## config.mk

```make
export PLATFORM = sky130hd
export DESIGN_NAME = seg_corr_demod
export DESIGN_NICKNAME = d
export VERILOG_FILES = /design/src/rtl/seg_corr_demod.sv
export SDC_FILE = /design/constraint.sdc
export NUM_CORES = 2
export LEC_CHECK = 0
export BUFFER_PORTS_ARGS = -buffer_cell sky130_fd_sc_hd__buf_2
export CAP_MARGIN = 20
export CORE_ASPECT_RATIO = 0.6
export CORE_MARGIN = 4
export CORE_UTILIZATION = 65
export DETAILED_ROUTE_END_ITERATION = 12
export PLACE_DENSITY = 0.89
export SETUP_SLACK_MARGIN = 0.02
export SLEW_MARGIN = 20
export SYNTH_ARGS = -nofsm -noshare
export SYNTH_HDL_FRONTEND = slang
export SYNTH_SLANG_ARGS = --single-unit
```

## constraint.sdc

```tcl
create_clock -name clk -period 12.1 [get_ports clk]
set_input_delay 0 -clock clk [delete_from_list [all_inputs] [get_ports clk]]
set_output_delay 0 -clock clk [all_outputs]
set_load 0.01 [all_outputs]
```

## src/rtl/seg_corr_demod.sv

```systemverilog
// seg_corr_demod
// Receive-side correlator for the per-bit segment modulator. Each segment of
// SEG_LEN signed samples is multiplied against the reference waveform and
// summed. A non-negative correlation decides bit 1, a negative one decides
// bit 0. Decided bits are packed MSB-first into WORD_BITS-wide words.
//
// Ports:
//   clk            rising-edge clock
//   reset          synchronous, active-low reset
//   in_valid       sample_in / ref_sample_in are valid
//   in_ready       block accepts a sample this cycle
//   sample_in      received sample (signed, DW bits)
//   ref_sample_in  reference sample at ref_index (signed, DW bits)
//   ref_index      position within the current segment (drives the ref table)
//   bits_out       completed word, first decided bit in the MSB
//   bits_valid     bits_out holds a complete word
//   bits_ready     sink accepts the word
module seg_corr_demod #(
    parameter int DW        = 32,
    parameter int SEG_LEN   = 16,
    parameter int WORD_BITS = 32,
    parameter int IW        = $clog2(SEG_LEN)
) (
    input  logic                 clk,
    input  logic                 reset,
    input  logic                 in_valid,
    output logic                 in_ready,
    input  logic signed [DW-1:0] sample_in,
    input  logic signed [DW-1:0] ref_sample_in,
    output logic [IW-1:0]        ref_index,
    output logic [WORD_BITS-1:0] bits_out,
    output logic                 bits_valid,
    input  logic                 bits_ready
);

    localparam int PW = 2 * DW;
    localparam int AW = 2 * DW + IW;
    localparam int SW = $clog2(WORD_BITS);
    localparam int BW = $clog2(WORD_BITS + 1);

    localparam logic [IW-1:0] LAST_SAMPLE = IW'(SEG_LEN - 1);
    localparam logic [SW-1:0] LAST_SEG    = SW'(WORD_BITS - 1);
    localparam logic [BW-1:0] LAST_BIT    = BW'(WORD_BITS - 1);

    logic [IW-1:0]        sample_cnt;
    logic [SW-1:0]        seg_done_cnt;
    logic signed [PW-1:0] prod_r;
    logic                 prod_v;
    logic                 prod_first;
    logic                 prod_last;
    logic signed [AW-1:0] acc;
    logic signed [AW-1:0] acc_base;
    logic signed [AW-1:0] sum;
    logic [WORD_BITS-1:0] asm_word;
    logic [WORD_BITS-1:0] next_word;
    logic [BW-1:0]        bit_cnt;
    logic                 accept;
    logic                 decided_bit;
    logic                 word_load;

    assign ref_index = sample_cnt;

    // Stall only the sample that would complete a second word while the
    // first one is still unread; every other sample can safely enter the
    // pipeline because the holding register frees before it is needed.
    assign in_ready = !(bits_valid && !bits_ready &&
                        seg_done_cnt == LAST_SEG && sample_cnt == LAST_SAMPLE);
    assign accept   = in_valid && in_ready;

    // Accumulator restarts on the first product of each segment. The extra
    // IW bits guarantee SEG_LEN full-scale products cannot wrap.
    always_comb begin
        acc_base    = prod_first ? '0 : acc;
        sum         = acc_base + AW'(prod_r);
        decided_bit = !sum[AW-1];
        next_word   = {asm_word[WORD_BITS-2:0], decided_bit};
        word_load   = prod_v && prod_last && (bit_cnt == LAST_BIT);
    end

    always_ff @(posedge clk) begin
        if (!reset) begin
            sample_cnt   <= '0;
            seg_done_cnt <= '0;
            prod_r       <= '0;
            prod_v       <= 1'b0;
            prod_first   <= 1'b0;
            prod_last    <= 1'b0;
            acc          <= '0;
            asm_word     <= '0;
            bit_cnt      <= '0;
            bits_out     <= '0;
            bits_valid   <= 1'b0;
        end else begin
            prod_v <= accept;
            if (accept) begin
                prod_r     <= PW'(sample_in) * PW'(ref_sample_in);
                prod_first <= (sample_cnt == '0);
                prod_last  <= (sample_cnt == LAST_SAMPLE);
                if (sample_cnt == LAST_SAMPLE) begin
                    sample_cnt   <= '0;
                    seg_done_cnt <= (seg_done_cnt == LAST_SEG) ? '0 : seg_done_cnt + SW'(1);
                end else begin
                    sample_cnt <= sample_cnt + IW'(1);
                end
            end

            if (prod_v) begin
                acc <= sum;
                if (prod_last) begin
                    if (bit_cnt == LAST_BIT) begin
                        asm_word <= '0;
                        bit_cnt  <= '0;
                    end else begin
                        asm_word <= next_word;
                        bit_cnt  <= bit_cnt + BW'(1);
                    end
                end
            end

            // A fresh word wins over a same-edge handshake, so valid stays high
            // with new data; otherwise a handshake empties the holding register.
            if (word_load) begin
                bits_out   <= next_word;
                bits_valid <= 1'b1;
            end else if (bits_ready) begin
                bits_valid <= 1'b0;
            end
        end
    end

endmodule

```

==> reports/qor.yml <==
final_cell_mix: "fa_1 (1082), inv_1 (992), nand2_1 (736)"
die_h_um: 218.8
critPathBufInv: 6
synth-edff-count: 0
cts.sinks: 214
grt_max_degree: 81
max_stage_delay_ns: 0.88
drive_gt1_share_pct: 3.761
cp.required_ns: 12.53
crit_top_cell: "fa_1"
avgSynthCellArea_sq_um: 8.975
die_area_sq_um: 78650
grt_overflow: 0
ys_warn_count: 0
cts_buffers: 19
drc_errors: 0
tightest_slew_ns: 1.050
arrival_ns: 8.72
start_util_pct: 66.38
area_delta_synth_final_pct: 2.736
slew_viol_final: 0
fin_crit_ns: 8.292
mostFrequentLayoutCell: "fa_1"
crit_path_end_kind: "register"
fin_crit_sh_pct: 68.53
clock-root-buffer: "clkbuf_16"
grt.total_usage_pct: 33.56
maxSlewHeadroom_pct: 29.92
path_clk_slew_ns: 0.07
hold_class: "primary input to register"
grt_pass1_vias: 40390
clock_skew_ns: 0.01433
slowest_stage: "fa_1"
max_freq_mhz: 120.6
vias_per_cell: 6.051
num_io_pins: 106
drv_cap: 0
status: "finished, final reports clean"
crit_family: "adder cells"
finalSetupViolations: 0
core_sq_um: 72550
clock_latency_ns: 0.51
crit_path_start_kind: "primary input"
ys_types: 83
grt_pass1_wl_um: 212000
rsz0062_at_grt: "false"
drt_iter0_markers: 3575
syn_area_sq_um: 48160
synth_nets: 6773
rows: 76
die_x_um: 359.4
antenna_found_initial: 3
cts_tree: "yes"
drtAntennaViolNets: 0
cts_buffer_depth: 3
hold_viol_final: 0
dp.final_hpwl_um: 101900
port-buffer-count: 105
drt-total-wl_um: 128100
gp_congestion: 0.9718
h-tree-depth: 1
post_cts.resized_instances: 0
vias: 37450
synth-async-reset-ratio_pct: 0
ys_seq_area_share_pct: 8.896
setup_tns_ns: 0
postCtsSetupRepairBufs: 0
fillers: 5315
synthCells: 5366
path_max_fanout: 32
finalNetCount: 6605
avgRoutedWirePerCell_um: 20.70
synthFlopType: "dfxtp_1"
dr.pass1.iters: 5
ys_seq_elements: 214
critical_path_class: "primary input to register"
-- state kept, by name (all words and copies together), names as in the netlist --
signal / count
acc: 68
prod_r: 64
bits_out: 32
asm_word: 31
bit_cnt: 6
seg_done_cnt: 5
ref_index: 4
bits_valid: 1
prod_first: 1
prod_last: 1
prod_v: 1
-- worst reg2reg max path, stage by stage (launching register included) --
cell       delay, ns
dfxtp_2         0.83
buf_4           0.53
nand2b_1        0.23
inv_1           0.05
ha_1            0.28
a211oi_1        0.23
o21ai_0         0.22
o31ai_1         0.67
a31oi_1         0.21
o211a_1         0.29
o21ai_1         0.50
a2111oi_2       0.27
a21oi_2         0.34
xnor2_1         0.11
a211oi_1        0.22
-- Yosys cell counts (4+ instances only) --
cell type  instances  area [sq um]
nand2_1          737          2766
fa_1            1083         21680
a221oi_1           5         43.79
a211oi_1          14         105.1
nor3_1            13         65.06
nand3b_1          11         82.58
or2_2              5         31.28
and2_1           513          3209
or4_1              7         52.55
a31oi_1           21         131.4
o31ai_1           11         82.58
buf_2              5         25.02
o21bai_1          21         157.7
and3_1            25         156.4
dfxtp_1          214          4284
inv_1            993          3727
clkbuf_1         287          1077
a21o_1           100         750.7
mux2i_1           50         500.5
a221o_1            6         60.06
a32oi_1            4         35.03
o21a_1            14         105.1
nand2b_1          19         118.9
o21ai_0           95         475.5
a21oi_1          222          1111
xnor2_1           79         691.9
xor2_1            43         376.6
a31o_2             4         35.03
nand3_1           55         275.3
o221ai_1           4         35.03
nor2_1           177         664.4
and2_2             5         37.54
or3_1              5         31.28
nand4_1           47         294.0
a22oi_1           32         240.2
buf_1              6         22.52
o211ai_1          18         135.1
nor2b_1           78         488.0
nor3b_1            6         45.04
ha_1             256          3203
-- cells by family after synthesis --
| group | Yosys count | synth area share, % |
|---|---|---|
| xor+xnor | 122 | 2.219 |
| mux | 50 | 1.039 |
| fa+ha+maj | 1339 | 51.67 |
| simple gates | 1719 | 17.56 |
| buf+inv | 1301 | 10.30 |
| flops | 214 | 8.896 |
| compound gates | 621 | 8.314 |
-- area by class of cell --
type | count | area [sq um] | share of cell area (%)
multi-input cells | 3851 | 38940 | 78.70
flip-flops and latches | 214 | 4289 | 8.669
inverters | 993 | 3730 | 7.539
well taps | 975 | 1220 | 2.466
repair buffers | 119 | 635.6 | 1.285
clock buffers | 23 | 520.5 | 1.052
clock inverters | 11 | 135.1 | 0.2731
diodes | 4 | 10.01 | 0.02023
-- metal layers --
metal	vias up	wire length [um]	track usage, %
met5	-	12	0
met4	2	4505	9.922
met3	428	17000	9.836
met2	2381	55680	51.63
met1	18680	50930	46.76
li1	15960	-	-
-- per-stage QoR --
stage	hold WS [ns]	setup slack (ns)	cell area, sq um	utilization [%]	cells
global route	0.1038	3.438	49470	68.18	6187
CTS	0.07678	3.998	49460	68.17	6186
floorplan	0.1519	4.741	48160	-	5366
finish	0.1007	3.808	49480	68.19	6190
global placement	0.3352	3.830	48780	67.23	6150
detailed placement	0.3369	3.446	48780	67.24	6150
-- final timing paths --
check                   startpoint           end  slack, ns  depth (start not counted)
setup / recovery  ref_sample_in[5]    prod_r[59]       3.81                         25
hold / removal               reset    bit_cnt[5]       0.10                          4
setup reg to reg        prod_first       acc[67]       7.02                         14
hold reg to reg       bits_out[12]  bits_out[12]       0.45                          2
-- timing repair --
item	4_1_cts	5_1_grt
hold buffers	2	0
endpoints found under the hold margin	3	0
endpoints found under the setup margin	0	0
Power is left out: the tool's default activity adds up to more than one toggle a clock period on the data nets, which glitch-free logic cannot reach.
